$ cat src/rtl/rs_bank_sequencer.sv
// rs_bank_sequencer: round-robin arbiter for two requesters driving a bank
// of RS flip-flops through a setup / enable-strobe / hold sequence.
module rs_bank_sequencer #(
  parameter int ADDR_W        = 2,
  parameter int ENABLE_CYCLES = 1
) (
  input  logic                   clk,
  input  logic                   rst_n,
  input  logic                   req_a_valid,
  output logic                   req_a_ready,
  input  logic [ADDR_W-1:0]      req_a_addr,
  input  logic [1:0]             req_a_op,
  input  logic                   req_b_valid,
  output logic                   req_b_ready,
  input  logic [ADDR_W-1:0]      req_b_addr,
  input  logic [1:0]             req_b_op,
  output logic [2**ADDR_W-1:0]   ff_r,
  output logic [2**ADDR_W-1:0]   ff_s,
  output logic [2**ADDR_W-1:0]   ff_en,
  output logic                   busy,
  output logic                   err
);

  localparam int N_FF = 2**ADDR_W;

  localparam logic [1:0] S_IDLE   = 2'd0;
  localparam logic [1:0] S_SETUP  = 2'd1;
  localparam logic [1:0] S_STROBE = 2'd2;
  localparam logic [1:0] S_HOLD   = 2'd3;

  localparam logic [1:0] OP_SET = 2'b01;
  localparam logic [1:0] OP_RST = 2'b10;
  localparam logic [1:0] OP_ILL = 2'b11;

  localparam logic [3:0]      EN_LAST = 4'(ENABLE_CYCLES - 1);
  localparam logic [N_FF-1:0] ONE     = N_FF'(1);

  logic [1:0]        state;
  logic              last_b;
  logic [ADDR_W-1:0] addr_q;
  logic [1:0]        op_q;
  logic [3:0]        cnt;

  logic              idle;
  logic              grant_a;
  logic              grant_b;
  logic              acc;
  logic [ADDR_W-1:0] acc_addr;
  logic [1:0]        acc_op;
  logic [N_FF-1:0]   sel;

  // Gating with rst_n keeps ready low for the whole reset window.
  assign idle    = rst_n && (state == S_IDLE);
  assign grant_a = idle && req_a_valid
                   && (!req_b_valid || last_b);
  assign grant_b = idle && req_b_valid
                   && (!req_a_valid || !last_b);

  assign req_a_ready = grant_a;
  assign req_b_ready = grant_b;

  assign acc      = grant_a || grant_b;
  assign acc_addr = grant_a ? req_a_addr : req_b_addr;
  assign acc_op   = grant_a ? req_a_op : req_b_op;

  always_ff @(posedge clk or negedge rst_n) begin
    if (!rst_n) begin
      state  <= S_IDLE;
      last_b <= 1'b1;
      addr_q <= '0;
      op_q   <= '0;
      cnt    <= '0;
      err    <= 1'b0;
    end else begin
      err <= acc && (acc_op == OP_ILL);
      if (acc) begin
        last_b <= grant_b;
      end
      unique case (state)
        S_IDLE: begin
          if (acc && (acc_op != OP_ILL)) begin
            state  <= S_SETUP;
            addr_q <= acc_addr;
            op_q   <= acc_op;
          end
        end
        S_SETUP: begin
          state <= S_STROBE;
          cnt   <= '0;
        end
        S_STROBE: begin
          if (cnt == EN_LAST) begin
            state <= S_HOLD;
          end else begin
            cnt <= cnt + 4'd1;
          end
        end
        default: begin
          state <= S_IDLE;
        end
      endcase
    end
  end

  assign sel  = ONE << addr_q;
  assign busy = (state != S_IDLE);

  always_comb begin
    ff_r  = '0;
    ff_s  = '0;
    ff_en = '0;
    if (busy) begin
      unique case (1'b1)
        (op_q == OP_SET): ff_s = sel;
        (op_q == OP_RST): ff_r = sel;
        default: ;
      endcase
      if (state == S_STROBE) begin
        ff_en = sel;
      end
    end
  end

endmodule

$ cat config.mk
export PLATFORM = sky130hd
export DESIGN_NAME = rs_bank_sequencer
export DESIGN_NICKNAME = d
export VERILOG_FILES = /design/src/rtl/rs_bank_sequencer.sv
export SDC_FILE = /design/constraint.sdc
export NUM_CORES = 1
export LEC_CHECK = 0
export BUFFER_PORTS_ARGS = -buffer_cell sky130_fd_sc_hd__buf_2
export CAP_MARGIN = 20
export CORE_MARGIN = 5
export CORE_UTILIZATION = 48
export DETAILED_ROUTE_END_ITERATION = 6
export GPL_TIMING_DRIVEN = 0
export PLACE_DENSITY_LB_ADDON = 0.1
export SETUP_SLACK_MARGIN = 0.3
export SYNTH_ARGS = -nofsm -noshare
export SYNTH_HDL_FRONTEND = slang
export SYNTH_SLANG_ARGS = --single-unit
$ cat constraint.sdc
create_clock -name clk -period 2.1 [get_ports clk]
set_input_delay 0.42 -clock clk [delete_from_list [all_inputs] [get_ports clk]]
set_output_delay 0.42 -clock clk [all_outputs]
set_load 0.01 [all_outputs]
==> out/summary.txt <==
Status: completed
Vias in the first global route: 840
#FFs+latches synth: 12
Total grt overflow: 0
Worst-Margin Slew: 451 ps
Crit-path cells: inv_2, ha_4, buf_6, and2_4, and3_4, buf_6
Seq/Total Area, Yosys: 36.4%
Largest net degree at the start of global routing: 14
# clock sinks: 12
Minimum clock period: 1930 ps
Routed length per placed instance: 13.5 um
Cell mode on critical path: buf_6
Worst Hold Class: primary input to async pin
Met3 usage: 1.72%
Final net count: 157
Via count: 842
Root Buffer: clkbuf_4
Critical path data arrival time: 1510 ps
R2R Setup Slk: 250 ps
Instance count of the mapped netlist: 93
Critical-path top delay cell: dfrtp_1
Syn-to-layout area delta: 52.9%
Core Area: 1690 um2
Via-to-Cell Ratio: 5.40
Max clock buf depth: 2
TritonCTS clock tree: built
Global-route wire length before repair: 3.49 mm
Startpoint class of the critical path: flip-flop
Routed Antenna Nets: 0
R2r endpoint: state[1]$_DFFE_PN0P_
Crit end category: output port
Power per cell area: 1180 nW/um2
H-tree Lvls: 1
Crit-path max FO: 7
Die area: 2660 um2
Clk_lat worst skew: 280 ps
Row cnt: 15
Clk_skew: 6.01 ps
Buffers & Inverters on Critical Path: 3
Maximum operating frequency: 519 MHz
Layout cell share with drive strength beyond 1: 56.8%
Io pins: 28
Placed instance area: 997 um2
Reg2reg path depth: 8
Endpoints failing setup: 0
All-layer global routing usage: 17.1%
CTS buffer count: 3
Die Y-Extent: 51.5 um
Rel. slew slack: 70.0%
Die width: 51.5 um
Post-DP HPWL: 1.43 mm
Met2 Track Usage GR: 30.9%
Endpoints failing hold: 0
Routed WL: 2.11 mm
Multi-input logic area: 563 um2
Initial DRC Count: 11
Tcrit/Tclk final: 91.7%
Share of the synthesized area in the top cell type: 33.2%
Residual DRC: 0
Layout fillers: 106
Leak: 0.612 nW
Syn Std Cell Area: 828 um2
Worst Setup Path Type: flip-flop to output port
Initial Utilization: 49.0%
Input/output buffers: 27
Synth unique cells: 32
RSZ-0062 raised after global routing: yes
Grt peak-use layer: met2
Syn Area/Cell: 8.91 um2
Worst path max stage delay: 400 ps
Cell family with most CP delay: flip-flops
CTS clk-pin slew, worst paths: 90 ps
Flip-flop and latch area: 303 um2
Max cap viols: 0
Met1 usage: 20.9%
ANT cells: 0
Initial antenna violation count: 0
Area leader, netlist: dfrtp_1
Peak supply drop: 0.813 mV
Slew Viols, Final: 0
Count of yosys warnings during synthesis: 0
Syn nets: 110
DRT Pass-1 Iters: 4
Finished Cell Area: 1270 um2
Crit Reg-Reg Startpoint: state[0]$_DFFE_PN0P_
WP data required: 1680 ps
Area contributors post-synth: dfrtp_1 (33%), ha_1 (7.6%), nand2_1 (5.4%)
Hold bufs inserted after CTS: 0
TNS Setup: 0 ps
Routability cong.: 0.704
## timing repair
item | 4_1_cts | 5_1_grt
gates resized for setup | 13 | 17
pin swaps | 7 | 12
buffers inserted | 13 | 2
setup endpoints to repair | 13 | 19
## kinds of logic (layout without fill, tap and decap cells)
logic type	after synthesis	in the layout	share of synthesized area [%]
AO/OA/AOI/OAI	14	14	14.2
buffers and inverters	14	60	8.31
AND/OR/NAND/NOR	46	46	31.1
adder cells (fa/ha/maj)	5	5	7.55
multiplexers	1	1	1.36
XOR/XNOR	1	1	1.06
flip-flops	12	12	36.4
## how the worst max path moves through the flow
stage / cells after the start / start / end
floorplan: 8 / state[1]$_DFFE_PN0P_ / state[1]$_DFFE_PN0P_
global placement: 5 / rst_n / req_a_ready
detailed placement: 5 / rst_n / req_a_ready
CTS: 4 / state[0]$_DFFE_PN0P_ / ff_en[2]
global route: 6 / state[0]$_DFFE_PN0P_ / req_b_ready
finish: 6 / state[0]$_DFFE_PN0P_ / req_b_ready
## metrics by stage
step	hold WS, ps	util, %	setup WS [ps]	std cells	total power, mW
5_1_grt	24.9	75.0	101	156	1.62
4_1_cts	15.1	70.1	201	154	1.39
3_5_place_dp	319	59.0	180	137	0.991
3_3_place_gp	320	59.0	212	137	0.974
2_1_floorplan	124	-	303	93	0.825
6_report	1.97	75.0	174	156	1.50
## layer usage
| metal | routed length, um | share of wire (%) |
|---|---|---|
| met1 | 846 | 40 |
| met2 | 1110 | 53 |
| met3 | 116 | 5.5 |
| met4 | 35 | 1.7 |
| met5 | 0 | 0 |
## where the power goes
part           switching, mW  internal [mW]
combinational          0.467          0.482
clock                 0.0885          0.105
sequential            0.0417          0.311
total                  0.597          0.899
## final cells by class
class                      count  share of cell area (%)
buffer                         4                    3.06
sequential                    12                    23.9
multi-input combinational     67                    44.5
inverter                      10                    3.16
tap                           17                    1.68
clock buffer                   4                    2.87
timing repair buffer          42                    20.8
## synthesized netlist by cell type
master / n
and2_4: 1
a31oi_1: 4
o31ai_4: 2
and4_4: 1
a31o_2: 1
or3b_2: 2
nand3_1: 4
and3_1: 1
nand3b_1: 2
o21ai_0: 3
ha_1: 5
nand2b_1: 2
nor4b_1: 1
a21oi_1: 1
nor2_1: 6
mux2_1: 1
a21boi_0: 1
clkbuf_1: 1
a21o_1: 1
nor4bb_1: 2
buf_2: 1
nor3_1: 8
and4_1: 2
inv_1: 10
nand2_1: 12
o22ai_1: 1
buf_6: 2
xor2_1: 1
or3_1: 1
dfrtp_1: 11
or2_1: 1
dfstp_2: 1
## placed cells by master (no fill, tap or decap), drive strengths merged
cell and instances:
and2 1, a21boi 1, and4 3, nor2 6
nor4bb 2, a31o 1, nor3 8, o21ai 3
or3 1, inv 10, o31ai 2, nand3b 2
nor4b 1, mux2 1, nand2b 2, ha 5
and3 1, a21o 1, dfrtp 11, dfstp 1
a21oi 1, or2 1, nand3 4, nand2 12
or3b 2, clkbuf 5, buf 45, o22ai 1
xor2 1, a31oi 4
## worst register-to-register path: cells and delay by family (launching register included)
family	cells	cell delay (ps)
flip-flops	1	370
adder cells (fa/ha/maj)	1	160
multiplexers	1	320
AO/OA/AOI/OAI	1	260
AND/OR/NAND/NOR	2	320
buffers and inverters	3	330
## registers in the layout, summed over array words and instances (netlist names)
| signal | count |
|---|---|
| addr_q | 2 |
| err | 1 |
| cnt | 4 |
| last_b | 1 |
| state | 2 |
| op_q | 2 |
(Power assumes the default switching activity.)
